--- src/rtl/regfile_pkg.sv ---
// rtl/regfile_pkg.sv - shared defaults and slice helper for the multi-port register file
// Purpose: default widths and the mapping from a port index to the low bit
//          of that port's slice in a flattened port vector.
// Ports:   none (package).
package regfile_pkg;

   localparam int DW_DEF = 32;
   localparam int AW_DEF = 5;

   // Port idx of width bits occupies [slice_lo(idx, width) +: width].
   function automatic int slice_lo(input int idx, input int width);
      return idx * width;
   endfunction

endpackage

--- src/rtl/regfile_mp_if.sv ---
// rtl/regfile_mp_if.sv - read/write/claim bus of the multi-port register file
// Purpose: bundles the decode/writeback side signals of regfile_mp.
// Ports:   master (datapath) drives rd_addr, we, wa, wd, claim, claim_addr and
//          receives rd_data, rd_busy, busy_vec; slave (register file) is the mirror.
interface regfile_mp_if
   import regfile_pkg::*;
#(
   parameter int DW  = DW_DEF,
   parameter int AW  = AW_DEF,
   parameter int NRD = 2,
   parameter int NWR = 2
);
   localparam int DEPTH = 2 ** AW;

   logic [NRD*AW-1:0] rd_addr;
   logic [NRD*DW-1:0] rd_data;
   logic [NRD-1:0]    rd_busy;
   logic [NWR-1:0]    we;
   logic [NWR*AW-1:0] wa;
   logic [NWR*DW-1:0] wd;
   logic              claim;
   logic [AW-1:0]     claim_addr;
   logic [DEPTH-1:0]  busy_vec;

   modport master (
      output rd_addr, we, wa, wd, claim, claim_addr,
      input  rd_data, rd_busy, busy_vec
   );

   modport slave (
      input  rd_addr, we, wa, wd, claim, claim_addr,
      output rd_data, rd_busy, busy_vec
   );

endinterface

--- src/rtl/regfile_rdport.sv ---
// rtl/regfile_rdport.sv - one combinational read port with write-through bypass
// Purpose: returns the stored register value, or the same-cycle write data of
//          the highest-index write port hitting the address; masks busy on a hit.
// Ports:   rst (forces zero outputs), addr, reg_data/reg_busy (stored state at
//          addr), we/wa/wd (write ports), data/busy (port outputs).
module regfile_rdport
   import regfile_pkg::*;
#(
   parameter int DW       = DW_DEF,
   parameter int AW       = AW_DEF,
   parameter int NWR      = 2,
   parameter bit ZERO_REG = 1'b1
) (
   input  logic              rst,
   input  logic [AW-1:0]     addr,
   input  logic [DW-1:0]     reg_data,
   input  logic              reg_busy,
   input  logic [NWR-1:0]    we,
   input  logic [NWR*AW-1:0] wa,
   input  logic [NWR*DW-1:0] wd,
   output logic [DW-1:0]     data,
   output logic              busy
);

   logic hit;

   always_comb begin
      data = reg_data;
      hit  = 1'b0;
      // Ascending scan: the last matching port (highest index) wins.
      for (int j = 0; j < NWR; j++) begin
         if (we[j] && (wa[slice_lo(j, AW) +: AW] == addr)) begin
            hit  = 1'b1;
            data = wd[slice_lo(j, DW) +: DW];
         end
      end
      // A pending result is being delivered right now, so it is no longer busy.
      busy = reg_busy && !hit;
      // Reset must also hide the bypass path; r0 never bypasses when hardwired.
      if (rst || (ZERO_REG && (addr == '0))) begin
         data = '0;
         busy = 1'b0;
      end
   end

endmodule

--- src/rtl/regfile_mp.sv ---
// rtl/regfile_mp.sv - parametrised multi-port register file with busy scoreboard
// Purpose: DEPTH x DW registers, NRD bypassed read ports, NWR prioritised write
//          ports and a per-register busy bit (set by claim, cleared by write).
// Ports:   clk, rst (async, active-high), bus (regfile_mp_if.slave).
module regfile_mp
   import regfile_pkg::*;
#(
   parameter int DW       = DW_DEF,
   parameter int AW       = AW_DEF,
   parameter int NRD      = 2,
   parameter int NWR      = 2,
   parameter bit ZERO_REG = 1'b1
) (
   input logic         clk,
   input logic         rst,
   regfile_mp_if.slave bus
);

   localparam int DEPTH = 2 ** AW;

   logic [DW-1:0]    gpr_q [DEPTH];
   logic [DW-1:0]    gpr_d [DEPTH];
   logic [DEPTH-1:0] busy_q;
   logic [DEPTH-1:0] busy_d;

   always_comb begin
      gpr_d  = gpr_q;
      busy_d = busy_q;
      // Ascending scan: on an address collision the highest-index port wins.
      for (int j = 0; j < NWR; j++) begin
         if (bus.we[j]) begin
            gpr_d[bus.wa[slice_lo(j, AW) +: AW]]  = bus.wd[slice_lo(j, DW) +: DW];
            busy_d[bus.wa[slice_lo(j, AW) +: AW]] = 1'b0;
         end
      end
      // Applied after the writes so a same-cycle claim leaves the register busy.
      if (bus.claim) begin
         busy_d[bus.claim_addr] = 1'b1;
      end
      // Hardwired r0 simply discards any write or claim aimed at it.
      if (ZERO_REG) begin
         gpr_d[0]  = '0;
         busy_d[0] = 1'b0;
      end
   end

   always_ff @(posedge clk or posedge rst) begin
      if (rst) begin
         gpr_q  <= '{default: '0};
         busy_q <= '0;
      end else begin
         gpr_q  <= gpr_d;
         busy_q <= busy_d;
      end
   end

   assign bus.busy_vec = busy_q;

   for (genvar i = 0; i < NRD; i++) begin : g_rd
      logic [AW-1:0] addr;
      logic [DW-1:0] data;
      logic          busy;

      assign addr = bus.rd_addr[slice_lo(i, AW) +: AW];

      regfile_rdport #(
         .DW       (DW),
         .AW       (AW),
         .NWR      (NWR),
         .ZERO_REG (ZERO_REG)
      ) u_rdport (
         .rst      (rst),
         .addr     (addr),
         .reg_data (gpr_q[addr]),
         .reg_busy (busy_q[addr]),
         .we       (bus.we),
         .wa       (bus.wa),
         .wd       (bus.wd),
         .data     (data),
         .busy     (busy)
      );

      assign bus.rd_data[slice_lo(i, DW) +: DW] = data;
      assign bus.rd_busy[i]                     = busy;
   end

endmodule

--- src/flat_wrapper.sv ---
// flat-port wrapper written by rule: the top's interface ports become plain ports
module regfile_mp_flat import regfile_pkg::*;
#(
   parameter int DW       = DW_DEF,
   parameter int AW       = AW_DEF,
   parameter int NRD      = 2,
   parameter int NWR      = 2,
   parameter bit ZERO_REG = 1'b1
)
  (clk, rst, bus_rd_addr, bus_we, bus_wa, bus_wd, bus_claim, bus_claim_addr, bus_rd_data, bus_rd_busy, bus_busy_vec);
  regfile_mp_if #(.DW(DW), .AW(AW), .NRD(NRD), .NWR(NWR)) bus_i ();
  input logic clk;
  input logic rst;
  input wire logic [$bits(bus_i.rd_addr)-1:0] bus_rd_addr;
  input wire logic [$bits(bus_i.we)-1:0] bus_we;
  input wire logic [$bits(bus_i.wa)-1:0] bus_wa;
  input wire logic [$bits(bus_i.wd)-1:0] bus_wd;
  input wire logic [$bits(bus_i.claim)-1:0] bus_claim;
  input wire logic [$bits(bus_i.claim_addr)-1:0] bus_claim_addr;
  output wire logic [$bits(bus_i.rd_data)-1:0] bus_rd_data;
  output wire logic [$bits(bus_i.rd_busy)-1:0] bus_rd_busy;
  output wire logic [$bits(bus_i.busy_vec)-1:0] bus_busy_vec;
  assign bus_i.rd_addr = bus_rd_addr;
  assign bus_i.we = bus_we;
  assign bus_i.wa = bus_wa;
  assign bus_i.wd = bus_wd;
  assign bus_i.claim = bus_claim;
  assign bus_i.claim_addr = bus_claim_addr;
  assign bus_rd_data = bus_i.rd_data;
  assign bus_rd_busy = bus_i.rd_busy;
  assign bus_busy_vec = bus_i.busy_vec;
  regfile_mp #(.DW(DW), .AW(AW), .NRD(NRD), .NWR(NWR), .ZERO_REG(ZERO_REG)) u_core (.clk(clk), .rst(rst), .bus(bus_i));
endmodule
--- config.mk ---
export PLATFORM = sky130hd
export DESIGN_NAME = regfile_mp_flat
export DESIGN_NICKNAME = d
export VERILOG_FILES = /design/src/rtl/regfile_pkg.sv /design/src/rtl/regfile_mp_if.sv /design/src/rtl/regfile_rdport.sv /design/src/rtl/regfile_mp.sv /design/src/flat_wrapper.sv
export SDC_FILE = /design/constraint.sdc
export NUM_CORES = 2
export LEC_CHECK = 0
export CAP_MARGIN = 40
export CORE_MARGIN = 2
export CORE_UTILIZATION = 45
export DETAILED_ROUTE_END_ITERATION = 7
export HOLD_SLACK_MARGIN = 0.03
export SLEW_MARGIN = 0
export SYNTH_ARGS = -nofsm -noshare
export SYNTH_HDL_FRONTEND = slang
export SYNTH_SLANG_ARGS = --single-unit
export TNS_END_PERCENT = 5
--- constraint.sdc ---
create_clock -name clk -period 37 [get_ports clk]
set_input_delay 3.7 -clock clk [delete_from_list [all_inputs] [get_ports clk]]
set_output_delay 3.7 -clock clk [all_outputs]
set_load 0.01 [all_outputs]
==> run summary <==
The flow ran to the end, and the final reports show no timing, DRC or antenna violations. For the residual antenna-violating net count after detailed routing, the log shows 0. In the finished design, the share of the clock period the worst path needs comes to 34.21%. In this run the clock root is driven by a clkbuf_16.

After detailed routing, the number of remaining DRC violations is 0. For the tightest slew margin relative to the limit, the log shows 28.65%. The clock slew seen by the registers of the worst setup and hold paths was 0.06 ns. Walking the worst path, the cells encountered are buf_8, buf_4, buf_4, buf_4, mux4_2, nand2b_1, a311oi_1, o41ai_2, clkdlybuf4s50_1. The total overflow left after global routing is 0. The H-tree generated during clock tree synthesis spans 3 levels. After the first detailed-routing iteration, the DRC count stood at 8323. The startpoint class of the critical path is an input pin. The die is 388.0 um tall. The latest clock arrival within the worst-skew pair is 0.79 ns. The tightest min-delay check is of the register to register type.

The data required time at the worst endpoint came out at 33.30 ns. Summed over all nets, the switching power comes to 1275 uW. The first-pass GRT wire length came out at 400.0 mm. The tools report the fill cell total of the finished layout as 13.14k. Once the clock tree was built, the setup fixing pass inserted 0 buffers. For the final worst clock skew, the log shows 0 ns.

Setup repair after global routing left no endpoint under its margin. The flip-flop cell with the highest count after synthesis is dfrtp_1. Initial antenna violation count: 10. For the routability congestion estimate, the log shows 0.8864. After detailed routing, the total wire length is 280.3 mm. The cell occurring most often along the worst timing path was buf_4. The adder-cell area share of the yosys netlist works out to 0%. TritonCTS built the clock tree. The number of warnings issued by yosys is 0, and the final count of hold timing violations is 0. The horizontal die dimension works out to 388.0 um.

In the post-synthesis netlist, the biggest area contributors are dfrtp_1 (39%), mux2i_1 (25%), mux4_2 (4.9%). Sequential cells account for 43.1% of the total power. The total of cells resized after clock tree synthesis was 0; the growth of design area from synthesis to finish was 11.74%. In this run the static leakage power is 0.03260 uW. The total of flip-flops plus latches after synthesis came out at 1023. The largest fanout on the critical path is 54. The count of pins over their slew limit is 0, and the sum of net half-perimeters after detailed placement is 166.1 mm.

In the final timing run, aggregate negative setup slack is 0 ns. After synthesis, the largest family of logic cells by area is multiplexers. Counting flops with a built-in enable in the synthesized netlist gives 0. The family with the most delay on the worst path was buffers and inverters. The area fraction in and, or, nand and nor cells after synthesis works out to 9.628%. After synthesis, the largest area contributor takes up 38.59% of total cell area.

The logs give 118 for the TritonCTS buffer count and 6871 for the number of standard cells after synthesis. The number of sinks handled by clock tree synthesis is 1023. The initialized floorplan defines 140 standard-cell rows. The power density over the cells works out to 52.17 mW/mm^2.

In the synthesized netlist, the cells that appear most often are mux2i_1 (1638), dfrtp_1 (1023), nand2_1 (553). The synthesized netlist devotes 14.65% of its cell area to compound gates. The transition time at the pin with the least slew margin was 1.070 ns. The distinct cell type count after synthesis was 50. The average instance in the mapped netlist occupies 9.655 um^2. Largest stage delay on the critical path: 0.86 ns.

Internal power summed over all cells: 2592 uW. The ratio of routed vias to standard cells works out to 6.692. The number of failing setup endpoints in the final timing report was 0; the async set-or-reset flop fraction in the synthesized netlist was 100.0%. The total chip power came out at 3867 uW. The synthesized netlist devotes 0.2641% of its cell area to XOR and XNOR gates. The logs give 54.66k for the via count of the first global-routing pass and 192 for the number of top-level design ports. The maximum resistive drop on vdd was 0.04084 mV; the sequential fraction of the synthesis area was 38.59%. The share of total power dissipated in the clock network is 31.4%. In the final layout, the share of cells above drive strength 1 is 11.67%. The core region is 0.1461 mm^2.

In this run the deepest clock path goes through 3 buffers. Number of buffer and inverter stages on the critical path: 5. The kind of critical path is input pin to primary output. Net switching is 32.96% of the power. Global routing used 36.11% of the available tracks. The average routed wire per standard cell is 32.61 um.

The count of input and output buffers came out at 190. The biggest area contributor in the post-synthesis netlist is dfrtp_1. The slowest stage of the critical path belongs to the cell a311oi_1. The post-cts hold buffer count was 0; the post-layout net count was 6671. STA classifies the critical path endpoint as a primary output. The logic gate share of total power was 25.5%.

The largest net degree at the start of global routing was 158; the max-cap violation count was 0. The initial cell density of the core was 45.41%; the upper clock frequency limit was 79.00 MHz. Synthesis produced a netlist with a net count of 6965. In the synthesized netlist, mux cells make up 30.74% of the area. The die covers 0.1505 mm^2. The post-layout minimum cycle time is 12.66 ns.

By instance count, the leading cell after synthesis is mux2i_1. The data arrival at the endpoint of the critical path came out at 8.96 ns. The total iterations of the first detailed-routing run is 6, and the cell area after synthesis is 0.06634 mm^2.

The tools report the overall via count from detail_route as 57.52k.
## worst paths after layout
| kind | startpoint | endpoint | slack (ns) | cells after the start |
|---|---|---|---|---|
| setup / recovery | bus_rd_addr[5] | bus_rd_data[49] | 24.34 | 9 |
| min in group asynchronous | rst | u_core.gpr_q[395] | 3.41 | 2 |
| setup reg to reg | u_core.bus.busy_vec[30] | u_core.bus.busy_vec[30] | 36.13 | 1 |
| max in group asynchronous | rst | u_core.gpr_q[467] | 31.03 | 7 |
| hold reg to reg | u_core.bus.busy_vec[11] | u_core.bus.busy_vec[11] | 0.57 | 1 |
| hold / removal | u_core.bus.busy_vec[11] | u_core.bus.busy_vec[11] | 0.57 | 1 |
## area by class of cell
type / instances / area [um^2] / share of cell area, %
sequential: 1023 / 25600 / 34.54
inverter: 10 / 45.04 / 0.06077
timing repair buffer: 454 / 4990 / 6.731
antenna: 4 / 10.01 / 0.01350
tap: 1917 / 2399 / 3.236
multi-input combinational: 4970 / 37160 / 50.13
clock buffer: 183 / 3568 / 4.814
clock inverter: 34 / 354.1 / 0.4777
## metal layers
layer | track usage, % | up-vias | part of all wire [%] | wire length [um]
met5 | 0.1595 | - | 0.031 | 86
met4 | 17.42 | 12 | 5.2 | 14460
met3 | 10.95 | 779 | 13 | 36020
met2 | 50.43 | 3933 | 41 | 115600
met1 | 50.63 | 28400 | 41 | 114100
li1 | - | 24400 | - | -
## flip-flops by register name (all words and copies together), names as in the netlist
name	count
u_core.bus.busy_vec	31
u_core.gpr_q	992
## power by group through the flow
stage	Clock (uW)	Sequential (uW)	Combinational (uW)
6_report	1210	1670	985
5_1_grt	1260	1700	1070
4_1_cts	1220	1650	964
3_5_place_dp	0	1670	965
3_3_place_gp	0	1650	936
2_1_floorplan	0	1600	720
## through the flow
stage	setup slack [ns]	util, %	area [um^2]	hold WS [ns]	instances
2_1_floorplan	4.340	-	66340	0.5437	6871
3_3_place_gp	24.58	46.98	68630	0.5371	8306
3_5_place_dp	24.62	48.02	70160	0.5464	8371
4_1_cts	24.61	50.71	74080	0.5655	8588
5_1_grt	24.36	50.73	74120	0.5929	8592
6_report	24.34	50.74	74130	0.5679	8595
## layout by cell type (no fill, tap or decap), types with 11 or more instances in the layout
| cell type | netlist | routed |
|---|---|---|
| buf_16 | 0 | 49 |
| dfrtp_1 | 1023 | 1023 |
| nor3_1 | 191 | 191 |
| a311oi_1 | 64 | 64 |
| nor2_1 | 546 | 521 |
| a221oi_1 | 64 | 64 |
| o41ai_2 | 13 | 14 |
| mux2i_1 | 1638 | 1638 |
| clkbuf_16 | 0 | 119 |
| a32o_1 | 11 | 11 |
| clkinv_2 | 0 | 22 |
| o41ai_1 | 51 | 50 |
| clkbuf_8 | 0 | 35 |
| mux4_2 | 145 | 145 |
| a22oi_1 | 64 | 64 |
| mux2_2 | 65 | 65 |
| buf_4 | 83 | 195 |
| a21oi_1 | 519 | 519 |
| nand2_1 | 553 | 518 |
| a32oi_1 | 64 | 64 |
| nor2_4 | 2 | 33 |
| buf_12 | 1 | 12 |
| nand2b_1 | 72 | 64 |
| o21ai_0 | 494 | 494 |
| o22ai_1 | 256 | 256 |
| nor2b_1 | 66 | 64 |
| clkbuf_1 | 539 | 29 |
| buf_2 | 99 | 12 |
| nand2_4 | 0 | 16 |
| xor2_1 | 16 | 16 |
| nand2_2 | 0 | 19 |
| clkdlybuf4s50_1 | 0 | 180 |
## logic make-up after synthesis
group,count (synthesis)
muxes,1848
AOI/OAI and AO/OA,1614
and+or+nand+nor,1487
DFF,1023
buffers and inverters,878
xor gates and xnor gates,20
other,1
(Power assumes the default switching activity.)
